===== src/rtl/jump_input_ctrl_if.sv =====
// Jump key input / jump state bundle between game logic and jump_input_ctrl.
// master drives the raw key and tick strobe; slave returns conditioned state.
interface jump_input_ctrl_if;
  logic       key_n;
  logic       game_tick;
  logic       pressed;
  logic       press_pulse;
  logic       airborne;
  logic       land_pulse;
  logic [1:0] jump_state;

  modport master (
    output key_n,
    output game_tick,
    input  pressed,
    input  press_pulse,
    input  airborne,
    input  land_pulse,
    input  jump_state
  );

  modport slave (
    input  key_n,
    input  game_tick,
    output pressed,
    output press_pulse,
    output airborne,
    output land_pulse,
    output jump_state
  );
endinterface


===== src/rtl/jump_input_ctrl.sv =====
// Jump key synchroniser/debouncer plus tick-driven player jump FSM.
// Option JUMP_VARIABLE_HEIGHT_EN: releasing the key after one AIR tick lands early.
module jump_input_ctrl #(
  parameter int DEBOUNCE_CYCLES = 500000,
  parameter int CNT_W           = 20,
  parameter int AIR_TICKS       = 3,
  parameter int COOLDOWN_TICKS  = 1
) (
  input  logic             CLOCK_50,
  input  logic             reset,
  jump_input_ctrl_if.slave bus
);

  localparam int TICK_MAX =
    (AIR_TICKS > COOLDOWN_TICKS) ? AIR_TICKS : COOLDOWN_TICKS;
  localparam int TCNT_W = $clog2(TICK_MAX + 1);

  localparam logic [CNT_W-1:0]  DB_LAST  = CNT_W'(DEBOUNCE_CYCLES - 1);
  localparam logic [CNT_W-1:0]  DB_ONE   = CNT_W'(1);
  localparam logic [TCNT_W-1:0] AIR_LOAD = TCNT_W'(AIR_TICKS);
  localparam logic [TCNT_W-1:0] CD_LOAD  = TCNT_W'(COOLDOWN_TICKS);
  localparam logic [TCNT_W-1:0] T_ONE    = TCNT_W'(1);
  localparam logic [TCNT_W-1:0] T_ZERO   = '0;
  localparam bit                HAS_CD   = (COOLDOWN_TICKS > 0);

  typedef enum logic [1:0] {
    ST_GROUND = 2'b00,
    ST_AIR    = 2'b01,
    ST_COOL   = 2'b10
  } state_t;

  logic r_sync1;
  logic r_sync2;

  always_ff @(posedge CLOCK_50) begin
    if (reset) begin
      r_sync1 <= 1'b1;
      r_sync2 <= 1'b1;
    end else begin
      r_sync1 <= bus.key_n;
      r_sync2 <= r_sync1;
    end
  end

  logic             r_stable;
  logic             r_stable_d;
  logic [CNT_W-1:0] r_db_cnt;
  logic             w_diff;
  logic             w_db_done;
  logic             w_pressed;
  logic             w_press_pulse;

  assign w_diff    = r_sync2 ^ r_stable;
  assign w_db_done = w_diff && (r_db_cnt == DB_LAST);

  // Any return to the stable level restarts the count, so bounces never accumulate.
  always_ff @(posedge CLOCK_50) begin
    if (reset) begin
      r_stable   <= 1'b1;
      r_stable_d <= 1'b1;
      r_db_cnt   <= '0;
    end else begin
      r_stable_d <= r_stable;
      if (w_db_done) begin
        r_stable <= r_sync2;
        r_db_cnt <= '0;
      end else if (w_diff) begin
        r_db_cnt <= r_db_cnt + DB_ONE;
      end else begin
        r_db_cnt <= '0;
      end
    end
  end

  assign w_pressed     = ~r_stable;
  assign w_press_pulse = r_stable_d & ~r_stable;

  state_t              r_state;
  logic [TCNT_W-1:0]   r_tcnt;
  logic                r_pending;
  state_t              w_state_nx;
  logic [TCNT_W-1:0]   w_tcnt_nx;
  logic                w_pending_nx;
  logic                w_st_ground;
  logic                w_st_air;
  logic                w_st_cool;
  logic                w_req;
  logic                w_air_end;

  assign w_st_ground = (r_state == ST_GROUND);
  assign w_st_air    = (r_state == ST_AIR);
  assign w_st_cool   = (r_state == ST_COOL);
  assign w_req       = r_pending | w_press_pulse;

`ifdef JUMP_VARIABLE_HEIGHT_EN
  logic w_air_elapsed;
  assign w_air_elapsed = (r_tcnt != AIR_LOAD);
  assign w_air_end     = (r_tcnt == T_ONE) ||
                         (~w_pressed && w_air_elapsed);
`else
  assign w_air_end     = (r_tcnt == T_ONE);
`endif

  always_ff @(posedge CLOCK_50) begin
    if (reset) begin
      r_state   <= ST_GROUND;
      r_tcnt    <= '0;
      r_pending <= 1'b0;
    end else begin
      r_state   <= w_state_nx;
      r_tcnt    <= w_tcnt_nx;
      r_pending <= w_pending_nx;
    end
  end

  // Presses outside GROUND are dropped rather than queued.
  always_comb begin
    w_state_nx   = r_state;
    w_tcnt_nx    = r_tcnt;
    w_pending_nx = r_pending;
    unique case (1'b1)
      w_st_ground: begin
        if (bus.game_tick && w_req) begin
          w_state_nx   = ST_AIR;
          w_tcnt_nx    = AIR_LOAD;
          w_pending_nx = 1'b0;
        end else if (w_press_pulse) begin
          w_pending_nx = 1'b1;
        end
      end
      w_st_air: begin
        if (bus.game_tick) begin
          if (w_air_end) begin
            w_state_nx = HAS_CD ? ST_COOL : ST_GROUND;
            w_tcnt_nx  = CD_LOAD;
          end else begin
            w_tcnt_nx  = r_tcnt - T_ONE;
          end
        end
      end
      w_st_cool: begin
        if (bus.game_tick) begin
          if (r_tcnt == T_ONE) begin
            w_state_nx = ST_GROUND;
            w_tcnt_nx  = T_ZERO;
          end else begin
            w_tcnt_nx  = r_tcnt - T_ONE;
          end
        end
      end
      default: begin
        w_state_nx   = ST_GROUND;
        w_tcnt_nx    = T_ZERO;
        w_pending_nx = 1'b0;
      end
    endcase
  end

  logic       w_airborne;
  logic       w_land;
  logic [1:0] w_jstate;

  always_comb begin
    w_airborne = 1'b0;
    w_land     = 1'b0;
    w_jstate   = 2'b00;
    w_airborne = w_st_air;
    w_land     = w_st_air && bus.game_tick && w_air_end;
    w_jstate   = r_state;
  end

  assign bus.pressed     = w_pressed;
  assign bus.press_pulse = w_press_pulse;
  assign bus.airborne    = w_airborne;
  assign bus.land_pulse  = w_land;
  assign bus.jump_state  = w_jstate;

endmodule

===== src/flat_wrapper.sv =====
// flat-port wrapper written by rule: the top's interface ports become plain ports
module jump_input_ctrl_flat 
#(
  parameter int DEBOUNCE_CYCLES = 500000,
  parameter int CNT_W           = 20,
  parameter int AIR_TICKS       = 3,
  parameter int COOLDOWN_TICKS  = 1
)
  (CLOCK_50, reset, bus_key_n, bus_game_tick, bus_pressed, bus_press_pulse, bus_airborne, bus_land_pulse, bus_jump_state);
  jump_input_ctrl_if bus_i ();
  input  logic CLOCK_50;
  input  logic reset;
  input wire logic [$bits(bus_i.key_n)-1:0] bus_key_n;
  input wire logic [$bits(bus_i.game_tick)-1:0] bus_game_tick;
  output wire logic [$bits(bus_i.pressed)-1:0] bus_pressed;
  output wire logic [$bits(bus_i.press_pulse)-1:0] bus_press_pulse;
  output wire logic [$bits(bus_i.airborne)-1:0] bus_airborne;
  output wire logic [$bits(bus_i.land_pulse)-1:0] bus_land_pulse;
  output wire logic [$bits(bus_i.jump_state)-1:0] bus_jump_state;
  assign bus_i.key_n = bus_key_n;
  assign bus_i.game_tick = bus_game_tick;
  assign bus_pressed = bus_i.pressed;
  assign bus_press_pulse = bus_i.press_pulse;
  assign bus_airborne = bus_i.airborne;
  assign bus_land_pulse = bus_i.land_pulse;
  assign bus_jump_state = bus_i.jump_state;
  jump_input_ctrl #(.DEBOUNCE_CYCLES(DEBOUNCE_CYCLES), .CNT_W(CNT_W), .AIR_TICKS(AIR_TICKS), .COOLDOWN_TICKS(COOLDOWN_TICKS)) u_core (.CLOCK_50(CLOCK_50), .reset(reset), .bus(bus_i));
endmodule

===== config.mk =====
export PLATFORM = sky130hd
export DESIGN_NAME = jump_input_ctrl_flat
export DESIGN_NICKNAME = d
export VERILOG_FILES = /design/src/rtl/jump_input_ctrl_if.sv /design/src/rtl/jump_input_ctrl.sv /design/src/flat_wrapper.sv
export SDC_FILE = /design/constraint.sdc
export NUM_CORES = 1
export LEC_CHECK = 0
export ABC_CLOCK_PERIOD_IN_PS = 1700
export BUFFER_PORTS_ARGS = -buffer_cell sky130_fd_sc_hd__buf_2
export CAP_MARGIN = 5
export CORE_ASPECT_RATIO = 1.5
export CORE_MARGIN = 3
export CORE_UTILIZATION = 35
export DETAILED_ROUTE_END_ITERATION = 7
export SKIP_LAST_GASP = 1
export SLEW_MARGIN = 20
export SYNTH_ARGS = -nofsm -noshare
export SYNTH_HDL_FRONTEND = slang
export SYNTH_SLANG_ARGS = --single-unit
export TNS_END_PERCENT = 100

===== constraint.sdc =====
create_clock -name CLOCK_50 -period 1.7 [get_ports CLOCK_50]
set_input_delay 0.085 -clock CLOCK_50 [delete_from_list [all_inputs] [get_ports CLOCK_50]]
set_output_delay 0.085 -clock CLOCK_50 [all_outputs]
set_load 0.05 [all_outputs]

==> impl_metrics.tcl, run 1 <==
set metrics [dict create \
    crit_fanout 6 \
    holdWs_ns 0.106 \
    avgSynthCellArea_um2 8.76 \
    fin_crit_sh_pct 97.4 \
    io_buffers 9 \
    path_clk_slew_ns 0.06 \
    ant_nets 0 \
    vdd_drop_max_uv 462 \
    seqPwrFrac_pct 54.6 \
    rows 27 \
    place_ws_ns -0.0314 \
    synth-seq-area-share_pct 41.2 \
    drv_slew 0 \
    ys_ff_latch 29 \
    grt_overflow 0 \
    rsz0062_at_grt "yes" \
    wl_per_cell_um 13.6 \
    start_util_pct 37.3 \
    netlist_area_um2 1410 \
    grt_use_met1_pct 14.2 \
    grt_pass1_wl_mm 5.58 \
    crit_arrival_ns 1.87 \
    cts_tree "done" \
    setup_viol 0 \
    required_ns 1.91 \
    tightest_slew_ns 0.395 \
    dp_hpwl_mm 2.31 \
    worstSetupEndpointType "flip-flop" \
    p_total_mw 1.25 \
    antenna_found_initial 0 \
    coreArea_um2 3780 \
    drtPass1Iterations 4 \
    status "completed" \
    post-route-drc-count 0 \
    cts_made_buffers 5 \
    cts_max_path_buffers 2 \
    root_buffer "clkbuf_8" \
    num_vias 1267 \
    grt_use_total_pct 14.5 \
    drive_gt1_share_pct 25.4 \
    ios 10 \
    diodes 0 \
    synthArstFlopShare_pct 0 \
    post-route-util_pct 46.8 \
    die_x_um 57.8 \
    grt_start_max_net_pins 20 \
    first_iter_violations 49 \
    hold_path.class "in2reg" \
    setup_slack_ns 0.0440 \
    p_clk_share_pct 43.6 \
    clkLatencyLatePin_ns 0.28 \
    p_int_uw 974 \
    drv_cap 0 \
    via_per_inst 5.46 \
    synth_edf_count 0 \
    gp_congestion 0.809 \
    combPwrFrac_pct 1.9 \
    grt_pass1_vias 1298 \
    finalClockSkew_ns 0.00814 \
    postSynthCellCount 161 \
    critical_path_class "reg2reg" \
    max_freq_ghz 0.604 \
    die_area_um2 4840 \
    syn_nets 172 \
    wl_mm 3.15 \
    clkSinkCount 29 \
    ys_types 34 \
    layout.nets 199 \
    synthFlopType "dfxtp_1" \
    use_met3_pct 4.95 \
    switchingPower_uw 276 \
    fp.dieH_um 83.7 \
    cp-start-kind "flip-flop" \
    max-slew-margin-rel_pct 73.4 \
    power.leakage_nw 0.638 \
    power_density_nw_per_um2 706 \
    post-route-min-period_ns 1.66 \
    use_met2_pct 26.5 \
    p_sw_share_pct 22.1 \
    hold_violations 0 \
    ys_warn_count 0 \
    area_growth_pct 25.6 \
    htreeDepth 2 \
    busiest_layer "met2" \
]
==> routing by layer <==
layer | part of all wire (%) | wire length [um]
met1 | 39 | 1240
met2 | 54 | 1710
met3 | 4.3 | 137
met4 | 2.1 | 67
met5 | 0 | 0
==> power groups by stage <==
stage | logic (mW) | clock network [mW] | registers, mW
2_1_floorplan | 0.0117 | 0 | 0.697
3_3_place_gp | 0.0200 | 0 | 0.697
3_5_place_dp | 0.0201 | 0 | 0.698
4_1_cts | 0.0226 | 0.558 | 0.682
5_1_grt | 0.0263 | 0.588 | 0.682
6_report | 0.0234 | 0.545 | 0.683
==> cell usage in the layout, fill, tap and decap left out, types with 2 or more instances in the layout <==
| master | count |
|---|---|
| dfxtp_1 | 26 |
| nor2_1 | 24 |
| buf_4 | 13 |
| inv_1 | 12 |
| xnor2_1 | 11 |
| buf_2 | 9 |
| nand2_1 | 7 |
| a21oi_1 | 6 |
| nand3_1 | 6 |
| ha_1 | 6 |
| nand4_1 | 5 |
| nor4_1 | 5 |
| clkbuf_8 | 5 |
| o21ai_0 | 4 |
| xor2_1 | 4 |
| mux2i_1 | 3 |
| nand4_2 | 2 |
| o31ai_1 | 2 |
| or4_1 | 2 |
| nor4_2 | 2 |
| nor4b_1 | 2 |
| or3_1 | 2 |
| nor3_1 | 2 |
| nand2b_1 | 2 |
| or2_2 | 2 |
| a31oi_1 | 2 |
| clkinv_2 | 2 |
| dfxtp_2 | 2 |
==> final cells by class <==
cell class	count	area [um2]
Sequential cell	29	587
Inverter	12	45.0
Timing Repair Buffer	24	173
Clock buffer	6	72.6
Fill cell	377	2010
Multi-Input combinational cell	116	831
Tap cell	43	53.8
Clock inverter	2	10.0
==> path summary, 6_finish.rpt <==
kind / cells after the start / end / start / slack (ns)
hold / removal: 2 / u_core.r_tcnt[0]$_SDFFE_PP0P_ / reset / 0.11
hold reg to reg: 1 / u_core.r_sync2$_SDFF_PP1_ / u_core.r_sync1$_SDFF_PP1_ / 0.42
setup / recovery: 4 / u_core.r_db_cnt[17]$_SDFF_PP0_ / u_core.r_db_cnt[12]$_SDFF_PP0_ / 0.04
setup reg to reg: 4 / u_core.r_db_cnt[17]$_SDFF_PP0_ / u_core.r_db_cnt[12]$_SDFF_PP0_ / 0.04
==> stage by stage <==
stage / cells / cell area, um2 / setup TNS, ns
final: 232 / 1770 / 0
after detailed placement: 222 / 1620 / -0.0541
after global routing: 232 / 1770 / -0.0427
after floorplan: 161 / 1430 / -0.0944
after global placement: 222 / 1620 / 0
after CTS: 231 / 1730 / 0
==> cell usage after synthesis, types with 2 or more instances <==
cell	instances	area, um2
nor3_1	3	15.0
o21ai_0	4	20.0
nand3_1	6	30.0
a31oi_1	2	12.5
nor2b_1	2	12.5
or2_2	2	12.5
ha_1	7	87.6
nor2_1	25	93.8
mux2i_1	3	30.0
nand2_1	7	26.3
or3_1	3	18.8
xor2_1	4	35.0
nor4b_1	2	17.5
dfxtp_1	29	581
a21oi_1	6	30.0
nand2b_1	2	12.5
xnor2_1	11	96.3
nand4_1	5	31.3
buf_2	3	15.0
o31ai_1	2	15.0
or4_1	2	15.0
nand4_2	2	25.0
inv_1	12	45.0
nor4_1	7	43.8
==> what timing repair did <==
| item | CTS | global route |
|---|---|---|
| resized for setup | 3 | 8 |
| buffers inserted | 0 | 1 |
| hold endpoints to repair | 1 | 0 |
| pin swaps | 0 | 1 |
| hold buffers | 1 | 0 |
| setup endpoints to repair | 4 | 23 |
==> critical path: stages, from the launching register on <==
cell     delay (ns)
dfxtp_1        0.42
nand4_1        0.20
or2_4          0.33
or4_1          0.48
a21oi_1        0.16
==> registers in the layout (all words and copies together), names as in the netlist <==
name / cells
u_core.r_sync1: 1
u_core.r_db_cnt: 20
u_core.r_stable_d: 1
u_core.r_pending: 1
u_core.r_stable: 1
u_core.r_tcnt: 2
u_core.bus.jump_state: 2
u_core.r_sync2: 1
==> logic make-up (layout without fill, tap and decap cells) <==
group	count (synthesis)	count (layout)	synth area share, %
compound gates	19	19	9.41
xor+xnor	15	15	9.32
fa+ha+maj	7	7	6.21
buf+inv	16	44	4.52
flops	29	29	41.2
mux	3	3	2.13
simple gates	72	72	27.2
(Power assumes the default switching activity.)
==> inputs of run 2 (changes only) <==
==> constraint.sdc (replaced) <==
create_clock -name CLOCK_50 -period 1.7 [get_ports CLOCK_50]
set_input_delay 0.085 -clock CLOCK_50 [delete_from_list [all_inputs] [get_ports CLOCK_50]]
set_output_delay 0.085 -clock CLOCK_50 [all_outputs]
set_load 0.01 [all_outputs]
==> run 2 against run 1 <==
Sequential power barely moved; first-iteration DRC count unchanged; design area fell by 2.3%; count of clock-buffer cells in the layout unchanged; final cell count grew 0.43%; clock power decreased by 3%; global-route usage decreased by 1.1 points; register-to-register slack improved by 0.06 ns; hold slack worse by 0.0015 ns; non-clock buffer count increased by 1; via count down 4.7%; sequential cell count is the same; critical path type unchanged; largest cell class unchanged.
==> impl_metrics.tcl, run 2 (synthesis results as in run 1) <==
set metrics [dict create \
    holdWs_ns 0.105 \
    gp_congestion 0.869 \
    largest-register "u_core.r_db_cnt" \
    grt_start_max_net_pins 12 \
    cts_tree "done" \
    place_ws_ns 0.0185 \
    cp_top_family "simple AND/OR/NAND/NOR gates" \
    rows 27 \
    drv_slew 0 \
    critical_path_class "reg2reg" \
    post-route-util_pct 45.7 \
    fp.dieH_um 83.7 \
    cts_max_path_buffers 2 \
    status "completed" \
    drv_cap 0 \
    clkSinkCount 29 \
    fin_crit_sh_pct 94.1 \
    rsz0062_at_grt "yes" \
    post-route-min-period_ns 1.60 \
    largest_reg_flops 20 \
    grt_overflow 0 \
    finalClockSkew_ns 0.00529 \
    crit_fanout 6 \
    drtPass1Iterations 4 \
    crit_buf_inv 0 \
    dp_hpwl_mm 2.26 \
    power_density_nw_per_um2 713 \
    cts_made_buffers 5 \
    wl_per_cell_um 12.5 \
    cp-start-kind "flip-flop" \
    setup_slack_ns 0.100 \
    setup_viol 0 \
    fillers 387 \
    diodes 0 \
    htreeDepth 2 \
    io_buffers 9 \
    worstSetupEndpointType "flip-flop" \
    crit_arrival_ns 1.79 \
    coreArea_um2 3780 \
    power.leakage_nw 0.625 \
    crit_chain "ha_1 -> nand4_2 -> nor4_2 -> mux2i_1 -> nor4b_2" \
    via_per_inst 5.18 \
    mostFrequentLayoutCells "dfxtp_1 (26), nor2_1 (24), buf_4 (15), inv_1 (12), xnor2_1 (11)" \
    area_growth_pct 22.7 \
    start_util_pct 37.3 \
    wl_mm 2.92 \
    clkLatencyLatePin_ns 0.28 \
    grt_pass1_wl_mm 5.03 \
    drive_gt1_share_pct 24.2 \
    root_buffer "clkbuf_8" \
    required_ns 1.89 \
    antenna_found_initial 0 \
    hold_path.class "in2reg" \
    path_clk_slew_ns 0.06 \
    grt_pass1_vias 1201 \
    vdd_drop_max_uv 530 \
    num_vias 1208 \
    die_area_um2 4840 \
    slowest_stage "dfxtp_1" \
    layout_commonest_cell "dfxtp_1" \
    layout.nets 200 \
    ios 10 \
    grt_use_total_pct 13.4 \
    first_iter_violations 49 \
    cp_slowest_stage_delay_ns 0.39 \
    die_x_um 57.8 \
    hold_violations 0 \
    max_freq_ghz 0.625 \
    ant_nets 0 \
    post-route-drc-count 0 \
    max-slew-margin-rel_pct 75.4 \
    tightest_slew_ns 0.365 \
]
==> run 2: area by class of cell <==
type	count	area (um2)	area share [%]
repair buffers	25	168	9.69
clock buffers	6	72.6	4.19
well taps	43	53.8	3.11
inverters	12	45.0	2.60
flip-flops and latches	29	584	33.8
clock inverters	2	10.0	0.578
multi-input cells	116	797	46.1
==> run 2: metal layers <==
layer  vias to the layer above  routed length, um  track usage [%]
met5                         -                  0                0
met4                         0                 59             6.54
met3                         7                 96             3.72
met2                        16               1620             25.1
met1                       566               1140             12.7
li1                        619                  -                -
==> run 2: metrics by stage <==
step	setup TNS [ns]	area (um2)	power (mW)	cells
after detailed placement	0	1610	0.719	224
after floorplan	0	1420	0.711	161
after global routing	-0.0387	1730	1.30	233
final	0	1730	1.23	233
after global placement	0	1610	0.719	224
after CTS	0	1710	1.26	233
==> run 2: worst paths after layout <==
check	startpoint	endpoint	slack, ns	cells after the start
worst max register to register	u_core.r_db_cnt[0]$_SDFF_PP0_	u_core.r_db_cnt[18]$_SDFF_PP0_	0.10	5
worst min-delay path	reset	u_core.bus.jump_state[1]$_SDFFE_PP0P_	0.10	2
worst max-delay path	u_core.r_db_cnt[0]$_SDFF_PP0_	u_core.r_db_cnt[18]$_SDFF_PP0_	0.10	5
worst min register to register	u_core.r_sync1$_SDFF_PP1_	u_core.r_sync2$_SDFF_PP1_	0.42	1
==> run 2: power by group <==
group / internal, mW / total (mW) / switching [mW]
clock: 0.282 / 0.528 / 0.245
sequential: 0.683 / 0.685 / 0.00190
combinational: 0.00994 / 0.0214 / 0.0115
==> run 2: timing repair <==
item / CTS / global route
endpoints found under the setup margin: 1 / 7
resized for setup: 1 / 8
hold endpoints to repair: 1 / 0
hold buffers: 1 / 0
buffers inserted: 0 / 0
